## src/rtl/register_scoreboard_pkg.sv

```systemverilog
// Shared type definitions for the register scoreboard: basic datapath types
// and the pipeline-tracking types used by the pending-write counters.
package BasicTypes;
  localparam int REG_ADDR_WIDTH = 5;
  localparam int DATA_WIDTH     = 32;

  typedef logic [REG_ADDR_WIDTH-1:0] RegAddr;
  typedef logic [DATA_WIDTH-1:0]     BasicData;
endpackage

package PipelineTypes;
  localparam int CNT_WIDTH_DEFAULT = 2;
  localparam int INFLIGHT_WIDTH    = 4;
  localparam logic [INFLIGHT_WIDTH-1:0] INFLIGHT_MAX = 4'd15;

  typedef logic [CNT_WIDTH_DEFAULT-1:0] ScoreboardCount;
endpackage

```

## src/rtl/register_scoreboard_counter.sv

```systemverilog
// Per-register pending-write counter. The caller guarantees no increment at
// the maximum and no decrement at zero; clear_i wins over both.
module pending_write_counter
  import PipelineTypes::*;
#(
  parameter int CNT_WIDTH = CNT_WIDTH_DEFAULT
) (
  input  logic                 clk,
  input  logic                 rst,
  input  logic                 clear_i,
  input  logic                 inc_i,
  input  logic                 dec_i,
  output logic [CNT_WIDTH-1:0] count_o
);

  logic [CNT_WIDTH-1:0] count_q;
  logic [CNT_WIDTH-1:0] count_d;

  always_comb begin
    count_d = count_q;
    if (clear_i) begin
      count_d = '0;
    end else if (inc_i && !dec_i) begin
      count_d = count_q + CNT_WIDTH'(1);
    end else if (dec_i && !inc_i) begin
      count_d = count_q - CNT_WIDTH'(1);
    end
  end

  always_ff @(posedge clk) begin
    if (rst) begin
      count_q <= '0;
    end else begin
      count_q <= count_d;
    end
  end

  assign count_o = count_q;

endmodule

```

## src/rtl/register_scoreboard.sv

```systemverilog
// Register scoreboard: tracks pending writes per architectural register and
// decides whether the instruction in decode may issue or must stall.
module register_scoreboard
  import BasicTypes::*;
  import PipelineTypes::*;
#(
  parameter int NUM_REGS  = 32,
  parameter int CNT_WIDTH = CNT_WIDTH_DEFAULT
) (
  input  logic                      clk,
  input  logic                      rst,
  input  logic                      issueValid,
  input  logic                      issueWEnable,
  input  RegAddr                    issueRdAddr,
  input  RegAddr                    rs1Addr,
  input  RegAddr                    rs2Addr,
  input  logic                      rs1Used,
  input  logic                      rs2Used,
  input  logic                      wbWEnable,
  input  RegAddr                    wbRdAddr,
  input  logic                      flush,
  output logic                      rs1Ready,
  output logic                      rs2Ready,
  output logic                      stall,
  output logic                      issueAccept,
  output logic [INFLIGHT_WIDTH-1:0] inflightCount,
  output logic                      pipelineEmpty,
  output logic                      sbError
);

  localparam logic [CNT_WIDTH-1:0] CNT_MAX = '1;
  localparam logic [CNT_WIDTH-1:0] CNT_ONE = CNT_WIDTH'(1);

  logic [CNT_WIDTH-1:0] cnt [NUM_REGS];
  logic rd_full;
  logic wb_pending;
  logic do_inc;
  logic do_dec;
  logic wb_orphan;

  logic [INFLIGHT_WIDTH-1:0] inflight_q;
  logic [INFLIGHT_WIDTH-1:0] inflight_d;
  logic                      sb_error_q;
  logic                      sb_error_d;

  assign cnt[0] = '0;

  generate
    for (genvar gi = 1; gi < NUM_REGS; gi++) begin : g_cnt
      pending_write_counter #(.CNT_WIDTH(CNT_WIDTH)) u_cnt (
        .clk    (clk),
        .rst    (rst),
        .clear_i(flush),
        .inc_i  (do_inc && (issueRdAddr == RegAddr'(gi))),
        .dec_i  (do_dec && (wbRdAddr == RegAddr'(gi))),
        .count_o(cnt[gi])
      );
    end
  endgenerate

  // A single outstanding write that retires this cycle is forwarded by the
  // register file, so the source counts as ready.
  assign rs1Ready = !rs1Used || (rs1Addr == '0) || (cnt[rs1Addr] == '0) ||
                    ((cnt[rs1Addr] == CNT_ONE) && wbWEnable && (wbRdAddr == rs1Addr));
  assign rs2Ready = !rs2Used || (rs2Addr == '0) || (cnt[rs2Addr] == '0) ||
                    ((cnt[rs2Addr] == CNT_ONE) && wbWEnable && (wbRdAddr == rs2Addr));

  assign rd_full     = issueWEnable && (issueRdAddr != '0) && (cnt[issueRdAddr] == CNT_MAX);
  assign stall       = issueValid && !flush && (!rs1Ready || !rs2Ready || rd_full);
  assign issueAccept = issueValid && !stall && !flush;

  assign wb_pending = (cnt[wbRdAddr] != '0);
  assign do_inc     = issueAccept && issueWEnable && (issueRdAddr != '0);
  assign do_dec     = wbWEnable && (wbRdAddr != '0) && wb_pending;
  assign wb_orphan  = wbWEnable && (wbRdAddr != '0) && !wb_pending && !flush;

  always_comb begin
    inflight_d = inflight_q;
    sb_error_d = sb_error_q || wb_orphan;
    if (flush) begin
      inflight_d = '0;
    end else if (do_inc && !do_dec) begin
      if (inflight_q != INFLIGHT_MAX) inflight_d = inflight_q + INFLIGHT_WIDTH'(1);
    end else if (do_dec && !do_inc) begin
      if (inflight_q != '0) inflight_d = inflight_q - INFLIGHT_WIDTH'(1);
    end
  end

  always_ff @(posedge clk) begin
    if (rst) begin
      inflight_q <= '0;
      sb_error_q <= 1'b0;
    end else begin
      inflight_q <= inflight_d;
      sb_error_q <= sb_error_d;
    end
  end

  assign inflightCount = inflight_q;
  assign pipelineEmpty = (inflight_q == '0);
  assign sbError       = sb_error_q;

endmodule

```

## config.mk

```make
export PLATFORM = sky130hd
export DESIGN_NAME = register_scoreboard
export DESIGN_NICKNAME = d
export VERILOG_FILES = /design/src/rtl/register_scoreboard_pkg.sv /design/src/rtl/register_scoreboard_counter.sv /design/src/rtl/register_scoreboard.sv
export SDC_FILE = /design/constraint.sdc
export NUM_CORES = 1
export LEC_CHECK = 0
export ABC_AREA = 1
export BUFFER_PORTS_ARGS = -buffer_cell sky130_fd_sc_hd__buf_2
export CAP_MARGIN = 0
export CELL_PAD_IN_SITES_DETAIL_PLACEMENT = 1
export CELL_PAD_IN_SITES_GLOBAL_PLACEMENT = 1
export CORE_ASPECT_RATIO = 0.5
export CORE_MARGIN = 2
export CORE_UTILIZATION = 35
export CTS_BUF_LIST = sky130_fd_sc_hd__clkbuf_4 sky130_fd_sc_hd__clkbuf_8
export DETAILED_ROUTE_END_ITERATION = 16
export PLACE_DENSITY = 0.76
export SLEW_MARGIN = 0
export SYNTH_ARGS = -nofsm -noshare
export SYNTH_HDL_FRONTEND = slang
export SYNTH_SLANG_ARGS = --single-unit
export TNS_END_PERCENT = 20
```

## constraint.sdc

```tcl
create_clock -name clk -period 7.96 [get_ports clk]
set_input_delay 1.194 -clock clk [delete_from_list [all_inputs] [get_ports clk]]
set_output_delay 1.194 -clock clk [all_outputs]
set_load 0.02 [all_outputs]
```

==> results of run 1 <==
## path summary, 6_finish.rpt
kind                                                        startpoint                             to  slack, ns
worst max-delay path                                        rs2Addr[0]  inflightCount[3]$_SDFFE_PP0P_       2.53
worst min-delay path                                sbError$_SDFF_PP0_             sbError$_SDFF_PP0_       0.46
worst max register to register  g_cnt[7].u_cnt.count_o[1]$_SDFFE_PP0P_  inflightCount[3]$_SDFFE_PP0P_       4.08
worst min register to register                      sbError$_SDFF_PP0_             sbError$_SDFF_PP0_       0.46
## metrics by stage
step / cells / instance area [sq um] / util [%] / total power [mW] / worst slack (ns)
after floorplan: 1061 / 6150 / - / 0.446 / 3.85
after global placement: 1283 / 6390 / 37.0 / 0.495 / 2.37
after detailed placement: 1283 / 6390 / 37.0 / 0.498 / 2.26
after CTS: 1299 / 6600 / 38.2 / 0.821 / 2.67
after global routing: 1299 / 6600 / 38.2 / 0.854 / 2.05
final: 1299 / 6600 / 38.2 / 0.824 / 2.53
## layout by cell type, fill, tap and decap left out, drive strengths merged, types with 10 or more instances in the layout
cell / instances
ha: 34
buf: 40
a21oi: 97
xor2: 23
dfxtp: 67
o21ai: 135
clkbuf: 10
inv: 104
o211ai: 13
nor2: 108
nand2: 275
nand3: 124
## flip-flops by register name (all words and copies together), names as in the netlist
name and flops:
g_cnt.u_cnt.count_o 62, inflightCount 4, sbError 1
## cells by family after synthesis
group,after synthesis,synth area share (%)
AO/OA/AOI/OAI,256,21.8
XOR/XNOR,24,3.42
adder cells (fa/ha/maj),35,7.25
buffers and inverters,158,10.6
flip-flops,67,21.8
AND/OR/NAND/NOR,521,35.1
## worst max-delay path: stages
cell	delay (ns)
sky130_fd_sc_hd__buf_2	0.56
sky130_fd_sc_hd__inv_2	0.44
sky130_fd_sc_hd__nand2_1	0.13
sky130_fd_sc_hd__o21ai_0	0.09
sky130_fd_sc_hd__nor2_1	0.11
sky130_fd_sc_hd__nand3_1	0.29
sky130_fd_sc_hd__nand3_1	0.16
sky130_fd_sc_hd__nand2_1	0.09
sky130_fd_sc_hd__nand3_1	0.14
sky130_fd_sc_hd__a21boi_0	0.10
sky130_fd_sc_hd__nor2_1	0.20
sky130_fd_sc_hd__nand3_2	0.59
sky130_fd_sc_hd__inv_2	0.17
sky130_fd_sc_hd__ha_1	0.20
sky130_fd_sc_hd__inv_1	0.12
sky130_fd_sc_hd__ha_1	0.34
sky130_fd_sc_hd__nand2_1	0.09
sky130_fd_sc_hd__nor2_1	0.04
sky130_fd_sc_hd__a211oi_1	0.22
sky130_fd_sc_hd__nand2_1	0.08
sky130_fd_sc_hd__nand2_1	0.07
sky130_fd_sc_hd__nor2_1	0.04
sky130_fd_sc_hd__o21ai_0	0.14
sky130_fd_sc_hd__a21oi_1	0.05
## power breakdown
| part | switching [mW] | internal, mW | total (mW) |
|---|---|---|---|
| clock | 0.173 | 0.154 | 0.327 |
| combinational | 0.121 | 0.0380 | 0.159 |
| sequential | 0.00149 | 0.336 | 0.338 |
| total | 0.296 | 0.528 | 0.824 |
## metal layers
layer  vias to the layer above  routed length (um)  global-route usage, %
met1                      3647               12400                   41.8
met4                         0                 623                   8.70
met5                         -                   0                      0
met3                        57                2410                   5.78
met2                       330               11500                   45.8
li1                       3504                   -                      -
## cell type report
type	count	area share, %
inverter	106	6.03
tap	234	4.44
clock inverter	6	0.986
timing repair buffer	40	3.15
sequential	67	20.3
clock buffer	10	2.09
multi-input combinational	836	63.0
## Yosys cell counts
| master | n |
|---|---|
| sky130_fd_sc_hd__a211oi_1 | 2 |
| sky130_fd_sc_hd__a21boi_0 | 1 |
| sky130_fd_sc_hd__a21o_1 | 1 |
| sky130_fd_sc_hd__a21oi_1 | 97 |
| sky130_fd_sc_hd__a31oi_1 | 1 |
| sky130_fd_sc_hd__a41oi_1 | 1 |
| sky130_fd_sc_hd__and3_1 | 1 |
| sky130_fd_sc_hd__buf_2 | 24 |
| sky130_fd_sc_hd__buf_4 | 8 |
| sky130_fd_sc_hd__clkbuf_1 | 19 |
| sky130_fd_sc_hd__clkbuf_2 | 1 |
| sky130_fd_sc_hd__clkinv_1 | 2 |
| sky130_fd_sc_hd__dfxtp_1 | 67 |
| sky130_fd_sc_hd__fa_1 | 1 |
| sky130_fd_sc_hd__ha_1 | 34 |
| sky130_fd_sc_hd__inv_1 | 100 |
| sky130_fd_sc_hd__inv_2 | 4 |
| sky130_fd_sc_hd__nand2_1 | 275 |
| sky130_fd_sc_hd__nand3_1 | 123 |
| sky130_fd_sc_hd__nand3_2 | 1 |
| sky130_fd_sc_hd__nand4_1 | 9 |
| sky130_fd_sc_hd__nor2_1 | 105 |
| sky130_fd_sc_hd__nor2_2 | 3 |
| sky130_fd_sc_hd__nor3_1 | 1 |
| sky130_fd_sc_hd__nor4_1 | 2 |
| sky130_fd_sc_hd__o211ai_1 | 13 |
| sky130_fd_sc_hd__o21ai_0 | 114 |
| sky130_fd_sc_hd__o21ai_1 | 21 |
| sky130_fd_sc_hd__o22ai_1 | 3 |
| sky130_fd_sc_hd__o31ai_1 | 1 |
| sky130_fd_sc_hd__o41ai_1 | 1 |
| sky130_fd_sc_hd__or2_2 | 1 |
| sky130_fd_sc_hd__xnor2_1 | 1 |
| sky130_fd_sc_hd__xor2_1 | 23 |
==> parameters.txt, run 1 <==
Parameter                              Value

STA
  Sum Neg Setup Slack ... 0 ns
  Shortest period the worst path allows ... 5.43 ns
  Unrepaired setup endpoints after global routing ... no
  Worst-margin pin slew ... 1.08 ns
  Final count of hold timing violations ... 0
  Worst hold slack after final layout ... 0.464 ns
  Worst clock skew on the final layout ... 0.0113 ns
  Count of final setup violators ... 0
  Max-Slew Margin vs Limit ... 27.9%
  Highest clock rate ... 0.184 GHz
  Max Transition Viols Final ... 0
  Tcrit/Tclk final ... 68.2%

Critical path
  Setup crit end kind ... flip-flop
  Largest fanout of any net on the critical path ... 33
  Critical path arrival ... 5.70 ns
  Kind of critical path ... input pin to flip-flop
  Data required time of the worst path ... 8.23 ns
  Number of cells on the worst reg-to-reg path ... 26
  Setup crit start kind ... input pin

Clocking
  Maximum buffer depth of the clock tree ... 2
  Clock tree from TritonCTS ... yes
  Clock buffer count from CTS ... 9
  Setup repair bufs after CTS ... 0
  Hold-fix buffer count after cts ... 0
  Clock Sinks ... 67
  Number of gates resized after cts ... 0
  CTS root buf ... sky130_fd_sc_hd__clkbuf_8
  Clock transition at the registers of the reported paths ... 0.10 ns
  Clock latency on the worst-skew pair ... 0.38 ns
  CTS HTree Levels ... 3

Floorplanning
  Number of rows in the core area ... 34
  Io pins ... 38
  Die span in x ... 191 um
  Area inside the core boundary ... 0.0173 sq mm
  Die Y-Extent ... 97.7 um
  Area of the die ... 0.0187 sq mm
  Starting density of the core ... 35.6%

Detailed routing
  Antenna-violating nets left ... 0
  Wirelength, routed ... 27000 um
  Routed length per instance ... 20.7 um
  Iteration-0 DRC count of the detailed router ... 827
  DRC viols ... 0
  Overall via count from detail_route ... 7538
  Vias per std cell ... 5.80
  Detailed-routing iteration count for the pre-antenna-repair pass ... 5

Layout
  Synthesis-to-layout area growth ... 7.31%
  Multi-input gate area in the final layout ... 0.00415 sq mm
  Register area ... 0.00134 sq mm
  Share of cells above drive strength 1 ... 6.20%
  Count of nets after finishing ... 1123
  Filler instances ... 2444
  Antenna fix cells ... 0

Placement
  IO buf count ... 37
  HPWL after detailed placement ... 19500 um
  Final RePlAce weighted congestion ... 0.960

Power and ir drop
  Leakage Power ... 2.71 nW
  VDD IR-drop max ... 66.6 uV
  Power density over cell area ... 125 mW/mm^2

Logic synthesis
  Synth unique cells ... 34
  Cell area after synthesis ... 0.00615 sq mm
  Yosys warning total ... 0
  Synthesized netlist net count ... 1124
  Post-synthesis sequential area ratio ... 21.8%
  Gate count of the mapped netlist ... 1061
  FF+latch count, synth ... 67
  Portion of synthesized cell area occupied by the leading cell type ... 21.8%
  Mean post-synth cell area ... 5.79 sq um
  Cells taking the most area after synthesis ... sky130_fd_sc_hd__dfxtp_1 (22%), sky130_fd_sc_hd__nand2_1 (17%), sky130_fd_sc_hd__nand3_1 (10%)
  Post-synth top area cell ... sky130_fd_sc_hd__dfxtp_1

Global route
  Antenna violations before repair ... 0
  Global Route Usage Sum ... 29.7%
  Via count of the first global-routing pass ... 7538
  First-pass GRT wire length ... 42500 um
  Pin count of the biggest net entering global routing ... 51
  Total grt overflow ... 0

Min path
  Hold Path Class ... flip-flop to flip-flop
  Depth of the worst hold-timing path ... 2

Flow run
  Total of max-cap violations ... 0

Run status
  Result of the run ... complete, no violations
Power figures use the tool's default switching activity.
==> run 2, diff against run 1 <==
==> constraint.sdc (replaced) <==
create_clock -name clk -period 5.3 [get_ports clk]
set_input_delay 0.795 -clock clk [delete_from_list [all_inputs] [get_ports clk]]
set_output_delay 0.795 -clock clk [all_outputs]
set_load 0.02 [all_outputs]
==> parameters.txt, run 2 (synthesis gave the netlist of run 1 again) <==
Parameter                              Value

Global route
  Met2 track demand over resource in global routing ... 46.8% (was 45.8%)
  Pin count of the biggest net entering global routing ... 45 (was 51)
  Total grt overflow ... 0 (unchanged)
  Antenna violations before repair ... 0 (unchanged)
  Via count of the first global-routing pass ... 7613 (was 7538)
  Global Route Usage Sum ... 30.3% (was 29.7%)
  Met3 Usage GRT ... 5.49% (was 5.78%)
  First-pass GRT wire length ... 43100 um (was 42500 um)
  Fraction of met1 tracks used by global routing ... 42.1% (was 41.8%)
  Most utilized layer in the global route result ... met2 (unchanged)

Floorplanning
  Number of rows in the core area ... 34 (unchanged)
  Io pins ... 38 (unchanged)
  Area of the die ... 0.0187 sq mm (unchanged)
  Starting density of the core ... 35.6% (unchanged)
  Area inside the core boundary ... 0.0173 sq mm (unchanged)
  Die Y-Extent ... 97.7 um (unchanged)
  Die span in x ... 191 um (unchanged)

Clocking
  Clock transition at the registers of the reported paths ... 0.09 ns (was 0.10 ns)
  Setup repair bufs after CTS ... 0 (unchanged)
  CTS HTree Levels ... 3 (unchanged)
  Clock Sinks ... 67 (unchanged)
  Clock tree from TritonCTS ... yes (unchanged)
  CTS root buf ... sky130_fd_sc_hd__clkbuf_8 (unchanged)
  Clock latency on the worst-skew pair ... 0.38 ns (about the same)
  Clock buffer count from CTS ... 9 (unchanged)
  Hold-fix buffer count after cts ... 0 (unchanged)
  Maximum buffer depth of the clock tree ... 2 (unchanged)
  Number of gates resized after cts ... 0 (unchanged)

Layout
  Final core utilization ... 38.7% (was 38.2%)
  Synthesis-to-layout area growth ... 8.87% (was 7.31%)
  Post-route cell area ... 0.00669 sq mm (was 0.00660 sq mm)
  Antenna fix cells ... 0 (unchanged)
  Commonest cells after routing, fill and taps aside ... sky130_fd_sc_hd__nand2_1 (275), sky130_fd_sc_hd__nand3_1 (123), sky130_fd_sc_hd__o21ai_0 (114), sky130_fd_sc_hd__nor2_1 (104), sky130_fd_sc_hd__inv_1 (100) (unchanged)
  Most common library cell in the layout ignoring fill and taps ... sky130_fd_sc_hd__nand2_1 (unchanged)
  Number of flip-flops under the largest register name ... 62 (unchanged)
  Share of cells above drive strength 1 ... 6.98% (was 6.20%)
  Count of nets after finishing ... 1132 (was 1123)

Detailed routing
  Vias per std cell ... 5.75 (was 5.80)
  Iteration-0 DRC count of the detailed router ... 669 (was 827)
  Wirelength, routed ... 27500 um (was 27000 um)
  DRC viols ... 0 (unchanged)
  Routed length per instance ... 21.0 um (was 20.7 um)
  Detailed-routing iteration count for the pre-antenna-repair pass ... 5 (unchanged)
  Overall via count from detail_route ... 7526 (was 7538)
  Antenna-violating nets left ... 0 (unchanged)

STA
  Count of final setup violators ... 0 (unchanged)
  Final count of hold timing violations ... 0 (unchanged)
  Max-Slew Margin vs Limit ... 8.83% (was 27.9%)
  Worst-margin pin slew ... 1.36 ns (was 1.08 ns)
  Tcrit/Tclk final ... 88.1%
  Unrepaired setup endpoints after global routing ... no (unchanged)
  Worst clock skew on the final layout ... 0.0231 ns (was 0.0113 ns)
  Highest clock rate ... 0.214 GHz
  Max Transition Viols Final ... 0 (unchanged)
  Shortest period the worst path allows ... 4.67 ns
  Sum Neg Setup Slack ... 0 ns (unchanged)
  Final setup slack of the worst path ... 0.631 ns (was 2.53 ns)

Critical path
  Worst Setup SP ... issueRdAddr[1] (was rs2Addr[0])
  Crit Reg-Reg Startpoint ... g_cnt[2].u_cnt.count_o[0]$_SDFFE_PP0P_ (was g_cnt[7].u_cnt.count_o[1]$_SDFFE_PP0P_)
  Largest fanout of any net on the critical path ... 15 (was 33)
  Data required time of the worst path ... 5.57 ns (was 8.23 ns)
  Setup crit end kind ... flip-flop (unchanged)
  Kind of critical path ... input pin to flip-flop (unchanged)
  Critical path arrival ... 4.94 ns (was 5.70 ns)
  Setup crit start kind ... input pin (unchanged)

Placement
  IO buf count ... 37 (unchanged)
  Worst setup slack before clock tree synthesis ... 0.306 ns (was 2.26 ns)
  Final RePlAce weighted congestion ... 0.998 (was 0.960)
  HPWL after detailed placement ... 19900 um (was 19500 um)
  Area after detailed placement ... 0.00646 sq mm (was 0.00639 sq mm)

Power and ir drop
  Leakage Power ... 2.76 nW (was 2.71 nW)
  Power density over cell area ... 195 mW/mm^2 (was 125 mW/mm^2)
  VDD IR-drop max ... 111 uV (was 66.6 uV)
  Overall power consumption ... 1.30 mW (was 0.824 mW)

Min path
  Hold Path Class ... flip-flop to flip-flop (unchanged)
  Worst min-delay path startpoint ... sbError$_SDFF_PP0_ (unchanged)

Run status
  Result of the run ... complete, no violations (unchanged)

Flow run
  Total of max-cap violations ... 0 (unchanged)
[run 2: cell types whose count changed in the layout (fill, tap and decap cells not counted)]
| cell | previous run | this run |
|---|---|---|
| sky130_fd_sc_hd__clkbuf_4 | 0 | 1 |
| sky130_fd_sc_hd__buf_4 | 3 | 12 |
| sky130_fd_sc_hd__clkinv_4 | 2 | 0 |
| sky130_fd_sc_hd__clkbuf_8 | 10 | 11 |
| sky130_fd_sc_hd__clkinv_2 | 2 | 1 |
| sky130_fd_sc_hd__bufinv_16 | 1 | 2 |
[run 2: power by group]
group	total, mW	internal, mW	leakage, nW	switching (mW)
sequential	0.507	0.505	0.540	0.00222
clock	0.545	0.296	0.116	0.249
combinational	0.249	0.0611	2.11	0.188
total	1.30	0.862	2.76	0.440
[run 2: layer usage]
| layer | routed length, um | vias up |
|---|---|---|
| li1 | - | 3532 |
| met1 | 12400 | 3585 |
| met2 | 11800 | 350 |
| met3 | 2400 | 59 |
| met4 | 842 | 0 |
| met5 | 0 | - |
[run 2: area by class of cell]
type	instances	area (sq um)
clock buffers	12	159
clock inverters	4	72.6
fillers	2430	10600
inverters	106	398
multi-input cells	836	4150
flip-flops and latches	67	1340
well taps	234	293
repair buffers	49	275
[run 2: critical path: stages]
cell                       delay (ns)
sky130_fd_sc_hd__buf_2           0.33
sky130_fd_sc_hd__inv_2           0.25
sky130_fd_sc_hd__nor2_1          1.08
sky130_fd_sc_hd__nand2_1         0.15
sky130_fd_sc_hd__nand2_1         0.12
sky130_fd_sc_hd__nor2_1          0.05
sky130_fd_sc_hd__nor2_1          0.08
sky130_fd_sc_hd__nor2_1          0.04
sky130_fd_sc_hd__nand2_1         0.06
sky130_fd_sc_hd__nand2_1         0.05
sky130_fd_sc_hd__nand2_1         0.07
sky130_fd_sc_hd__nand3_1         0.09
sky130_fd_sc_hd__nand2_1         0.08
sky130_fd_sc_hd__nor2_1          0.06
sky130_fd_sc_hd__nand3_2         0.12
sky130_fd_sc_hd__inv_2           0.05
sky130_fd_sc_hd__ha_1            0.22
sky130_fd_sc_hd__inv_1           0.15
sky130_fd_sc_hd__ha_1            0.29
sky130_fd_sc_hd__nand2_1         0.09
sky130_fd_sc_hd__nor2_1          0.04
sky130_fd_sc_hd__a211oi_1        0.24
sky130_fd_sc_hd__nand2_1         0.08
sky130_fd_sc_hd__nand2_1         0.07
sky130_fd_sc_hd__nor2_1          0.05
sky130_fd_sc_hd__o21ai_0         0.16
sky130_fd_sc_hd__a21oi_1         0.06
[run 2: metrics by stage]
step           hold slack, ns  std cells
2_1_floorplan           0.474       1061
3_3_place_gp            0.443       1292
3_5_place_dp            0.467       1292
4_1_cts                 0.481       1308
5_1_grt                 0.503       1308
6_report                0.470       1308
[run 2: final timing paths]
| kind | endpoint | depth (start not counted) | slack (ns) |
|---|---|---|---|
| setup / recovery | inflightCount[3]$_SDFFE_PP0P_ | 27 | 0.63 |
| hold / removal | sbError$_SDFF_PP0_ | 2 | 0.47 |
| setup reg to reg | inflightCount[3]$_SDFFE_PP0P_ | 24 | 2.00 |
| hold reg to reg | sbError$_SDFF_PP0_ | 2 | 0.47 |
==> run 3, diff against run 2 <==
--- a/config.mk
+++ b/config.mk
@@ -15,9 +15,10 @@
 export CORE_UTILIZATION = 35
 export CTS_BUF_LIST = sky130_fd_sc_hd__clkbuf_4 sky130_fd_sc_hd__clkbuf_8
 export DETAILED_ROUTE_END_ITERATION = 16
-export PLACE_DENSITY = 0.76
+export PLACE_DENSITY = 0.77
 export SLEW_MARGIN = 0
 export SYNTH_ARGS = -nofsm -noshare
 export SYNTH_HDL_FRONTEND = slang
+export SYNTH_HIERARCHICAL = 1
 export SYNTH_SLANG_ARGS = --single-unit
 export TNS_END_PERCENT = 20
==> parameters.txt, run 3 <==
Parameter                              Value

Run status
  Result of the run ... complete, no violations (unchanged)

Logic synthesis
  Mux contribution to synthesized area ... 0% (unchanged)
  Number of synthesized flops with an enable pin ... 0 (unchanged)
  Main combinational cell family by area after synthesis ... simple AND/OR/NAND/NOR gates (unchanged)
  Post-synth top area cell ... sky130_fd_sc_hd__dfxtp_1 (unchanged)
  Synth unique cells ... 31 (was 34)
  Library cell with the highest instance count after synthesis ... sky130_fd_sc_hd__nand2_1 (unchanged)
  Adder-cell share of the synthesized area ... 5.98% (was 7.25%)
  Mean post-synth cell area ... 5.52 sq um (was 5.79 sq um)
  Portion of synthesized cell area occupied by the leading cell type ... 18.0% (was 21.8%)
  FF+latch count, synth ... 67 (unchanged)
  Post-synthesis sequential area ratio ... 18.0% (was 21.8%)
  XOR/XNOR share of the synthesized area ... 4.00% (was 3.42%)
  Yosys warning total ... 6 (was 0)
  Synthesized netlist net count ... 1411 (was 1124)
  Top cell types by occurrence after synthesis ... sky130_fd_sc_hd__nand2_1 (332), sky130_fd_sc_hd__inv_1 (241), sky130_fd_sc_hd__nand3_1 (160) (was sky130_fd_sc_hd__nand2_1 (275), sky130_fd_sc_hd__nand3_1 (123), sky130_fd_sc_hd__o21ai_0 (114))
  Share of the synthesized area in compound gates (AO/OA/AOI/OAI) ... 8.77% (was 21.8%)
  Cell area after synthesis ... 0.00744 sq mm (was 0.00615 sq mm)
  Gate count of the mapped netlist ... 1348 (was 1061)
  Post-synth top flop ... sky130_fd_sc_hd__dfxtp_1 (unchanged)
  Cells taking the most area after synthesis ... sky130_fd_sc_hd__dfxtp_1 (18%), sky130_fd_sc_hd__nand2_1 (17%), sky130_fd_sc_hd__inv_1 (12%) (was sky130_fd_sc_hd__dfxtp_1 (22%), sky130_fd_sc_hd__nand2_1 (17%), sky130_fd_sc_hd__nand3_1 (10%))
  Simple-Gate Fraction of Synth Area ... 45.6% (was 35.1%)
  Post-synth ARST share ... 0% (unchanged)

Layout
  Commonest cells after routing, fill and taps aside ... sky130_fd_sc_hd__nand2_1 (332), sky130_fd_sc_hd__inv_1 (241), sky130_fd_sc_hd__nand3_1 (160), sky130_fd_sc_hd__nor2_1 (125), sky130_fd_sc_hd__o21ai_0 (70) (was sky130_fd_sc_hd__nand2_1 (275), sky130_fd_sc_hd__nand3_1 (123), sky130_fd_sc_hd__o21ai_0 (114), sky130_fd_sc_hd__nor2_1 (104), sky130_fd_sc_hd__inv_1 (100))
  Count of nets after finishing ... 1428 (was 1132)
  Synthesis-to-layout area growth ... 7.60% (was 8.87%)
  Share of cells above drive strength 1 ... 11.7% (was 6.98%)
  Number of standard cells in the final layout excluding fillers ... 1643 (was 1308)
  Most common library cell in the layout ignoring fill and taps ... sky130_fd_sc_hd__nand2_1 (unchanged)
  Number of flip-flops under the largest register name ... 62 (unchanged)
  Filler instances ... 2915 (was 2430)
  Final core utilization ... 38.7% (about the same)
  Antenna fix cells ... 0 (unchanged)

Critical path
  Largest fanout of any net on the critical path ... 52 (was 15)
  Critical path arrival ... 4.56 ns (was 4.94 ns)
  Worst reg2reg endpoint ... inflightCount[3]$_SDFFE_PP0P_ (unchanged)
  Setup crit start kind ... input pin (unchanged)
  Reg2reg setup slack ... 1.78 ns (was 2.00 ns)
  Kind of critical path ... input pin to flip-flop (unchanged)
  Data required time of the worst path ... 5.58 ns (was 5.57 ns)
  Setup crit end kind ... flip-flop (unchanged)
  Number of cells on the worst reg-to-reg path ... 23 (was 24)
  Worst Setup SP ... issueRdAddr[0] (was issueRdAddr[1])
  Crit Reg-Reg Startpoint ... g_cnt[2].u_cnt/count_o[0]$_SDFFE_PP0P_ (was g_cnt[2].u_cnt.count_o[0]$_SDFFE_PP0P_)

STA
  Unrepaired setup endpoints after global routing ... no (unchanged)
  Worst hold slack after final layout ... 0.483 ns (was 0.470 ns)
  Max Transition Viols Final ... 0 (unchanged)
  Count of final setup violators ... 0 (unchanged)
  Highest clock rate ... 0.234 GHz (was 0.214 GHz)
  Sum Neg Setup Slack ... 0 ns (unchanged)
  Shortest period the worst path allows ... 4.28 ns (was 4.67 ns)
  Tcrit/Tclk final ... 80.8% (was 88.1%)
  Final count of hold timing violations ... 0 (unchanged)
  Worst-margin pin slew ... 0.941 ns (was 1.36 ns)
  Max-Slew Margin vs Limit ... 37.0% (was 8.83%)
  Worst clock skew on the final layout ... 0.0150 ns (was 0.0231 ns)

Detailed routing
  Antenna-violating nets left ... 0 (unchanged)
  Overall via count from detail_route ... 8910 (was 7526)
  Iteration-0 DRC count of the detailed router ... 781 (was 669)
  Detailed-routing iteration count for the pre-antenna-repair pass ... 5 (unchanged)
  Routed length per instance ... 18.5 um (was 21.0 um)
  DRC viols ... 0 (unchanged)
  Vias per std cell ... 5.42 (was 5.75)
  Wirelength, routed ... 30500 um (was 27500 um)

Placement
  Total placed cells including tap cells ... 1627 (was 1292)
  Final RePlAce weighted congestion ... 0.955 (was 0.998)
  IO buf count ... 37 (unchanged)
  HPWL after detailed placement ... 23000 um (was 19900 um)

Clocking
  Clock Sinks ... 67 (unchanged)
  CTS root buf ... sky130_fd_sc_hd__clkbuf_8 (unchanged)
  Clock transition at the registers of the reported paths ... 0.08 ns (was 0.09 ns)
  CTS HTree Levels ... 3 (unchanged)
  Clock buffer count from CTS ... 9 (unchanged)
  Setup repair bufs after CTS ... 0 (unchanged)
  Clock latency on the worst-skew pair ... 0.39 ns (was 0.38 ns)
  Hold-fix buffer count after cts ... 0 (unchanged)
  Clock tree from TritonCTS ... yes (unchanged)
  Maximum buffer depth of the clock tree ... 2 (unchanged)
  Number of gates resized after cts ... 0 (unchanged)

Floorplanning
  Io pins ... 38 (unchanged)
  Area inside the core boundary ... 0.0207 sq mm (was 0.0173 sq mm)
  Die span in x ... 210 um (was 191 um)
  Number of rows in the core area ... 37 (was 34)
  Area of the die ... 0.0225 sq mm (was 0.0187 sq mm)
  Die Y-Extent ... 107 um (was 97.7 um)
  Starting density of the core ... 36.0% (was 35.6%)

Power and ir drop
  VDD IR-drop max ... 92.7 uV (was 111 uV)
  Leakage Power ... 3.31 nW (was 2.76 nW)
  Power density over cell area ... 154 mW/mm^2 (was 195 mW/mm^2)

Global route
  Total grt overflow ... 0 (unchanged)
  Pin count of the biggest net entering global routing ... 65 (was 45)
  First-pass GRT wire length ... 48700 um (was 43100 um)
  Global Route Usage Sum ... 28.1% (was 30.3%)
  Antenna violations before repair ... 0 (unchanged)
  Via count of the first global-routing pass ... 8746 (was 7613)

Min path
  Worst min-delay path startpoint ... sbError$_SDFF_PP0_ (unchanged)
  Hold Path Sink ... sbError$_SDFF_PP0_ (unchanged)
  Depth of the worst hold-timing path ... 2 (unchanged)
  Hold Path Class ... flip-flop to flip-flop (unchanged)

Flow run
  Total of max-cap violations ... 0 (unchanged)
[run 3: cell count changes in the layout (fill, tap and decap cells not counted), sizes merged, moves of 3 or more]
cell,previous run,this run
inv,104,278
nand2,275,363
a21oi,97,29
o21ai,135,73
nor3,1,46
nor2,108,150
nand3,124,161
nand4,9,42
xor2,23,34
clkinv,3,6
[run 3: worst max-delay path, cell delays in order]
cell,delay [ns]
sky130_fd_sc_hd__buf_2,0.62
sky130_fd_sc_hd__inv_1,0.20
sky130_fd_sc_hd__nor2_2,0.42
sky130_fd_sc_hd__nand2_1,0.09
sky130_fd_sc_hd__nand3_1,0.10
sky130_fd_sc_hd__nand2_1,0.05
sky130_fd_sc_hd__nand2_1,0.09
sky130_fd_sc_hd__o21ai_0,0.10
sky130_fd_sc_hd__nand2_1,0.10
sky130_fd_sc_hd__nand3_1,0.09
sky130_fd_sc_hd__nand2_1,0.09
sky130_fd_sc_hd__nor2_2,0.05
sky130_fd_sc_hd__nand3_2,0.11
sky130_fd_sc_hd__inv_1,0.06
sky130_fd_sc_hd__ha_1,0.22
sky130_fd_sc_hd__inv_1,0.16
sky130_fd_sc_hd__ha_1,0.30
sky130_fd_sc_hd__and3_1,0.21
sky130_fd_sc_hd__a211oi_1,0.26
sky130_fd_sc_hd__nand2_1,0.09
sky130_fd_sc_hd__nand2_1,0.08
sky130_fd_sc_hd__nor2_1,0.05
sky130_fd_sc_hd__o21ai_0,0.16
sky130_fd_sc_hd__a21oi_1,0.06
[run 3: worst max path at each step]
stage / endpoint / depth (start not counted)
floorplan: inflightCount[3]$_SDFFE_PP0P_ / 24
global placement: inflightCount[3]$_SDFFE_PP0P_ / 24
detailed placement: inflightCount[3]$_SDFFE_PP0P_ / 24
CTS: inflightCount[3]$_SDFFE_PP0P_ / 24
global route: inflightCount[3]$_SDFFE_PP0P_ / 24
finish: inflightCount[3]$_SDFFE_PP0P_ / 24
[run 3: per-stage QoR]
step | area [sq um] | setup WS [ns] | total power [mW]
finish | 8010 | 1.02 | 1.23
global route | 8010 | 0.646 | 1.29
CTS | 8010 | 1.06 | 1.24
detailed placement | 7810 | 0.653 | 0.774
global placement | 7810 | 0.931 | 0.767
floorplan | 7440 | 1.55 | 0.678
[run 3: cell families after synthesis]
group                      Yosys count
and+or+nand+nor                    766
adders and majority gates           35
xor gates and xnor gates            34
AOI/OAI and AO/OA                  121
buffers and inverters              325
DFF                                 67
[run 3: final cells by class]
cell class | count | area (sq um) | share of cell area, %
clock buffer | 11 | 145 | 1.81
inverter | 281 | 1050 | 13.2
tap | 273 | 342 | 4.26
multi-input combinational | 956 | 4790 | 59.8
sequential | 67 | 1340 | 16.7
clock inverter | 5 | 52.6 | 0.656
timing repair buffer | 50 | 283 | 3.53
[run 3: metal layers]
layer / global-route usage, % / wire (um)
met2: 45.6 / 13700
met3: 4.25 / 2160
met5: 0 / 0
met1: 37.7 / 13800
met4: 10.6 / 845
[run 3: power breakdown]
part | switching, mW | leakage [nW] | internal (mW)
registers | 0.00365 | 0.540 | 0.505
logic | 0.194 | 2.67 | 0.0656
clock network | 0.230 | 0.103 | 0.233
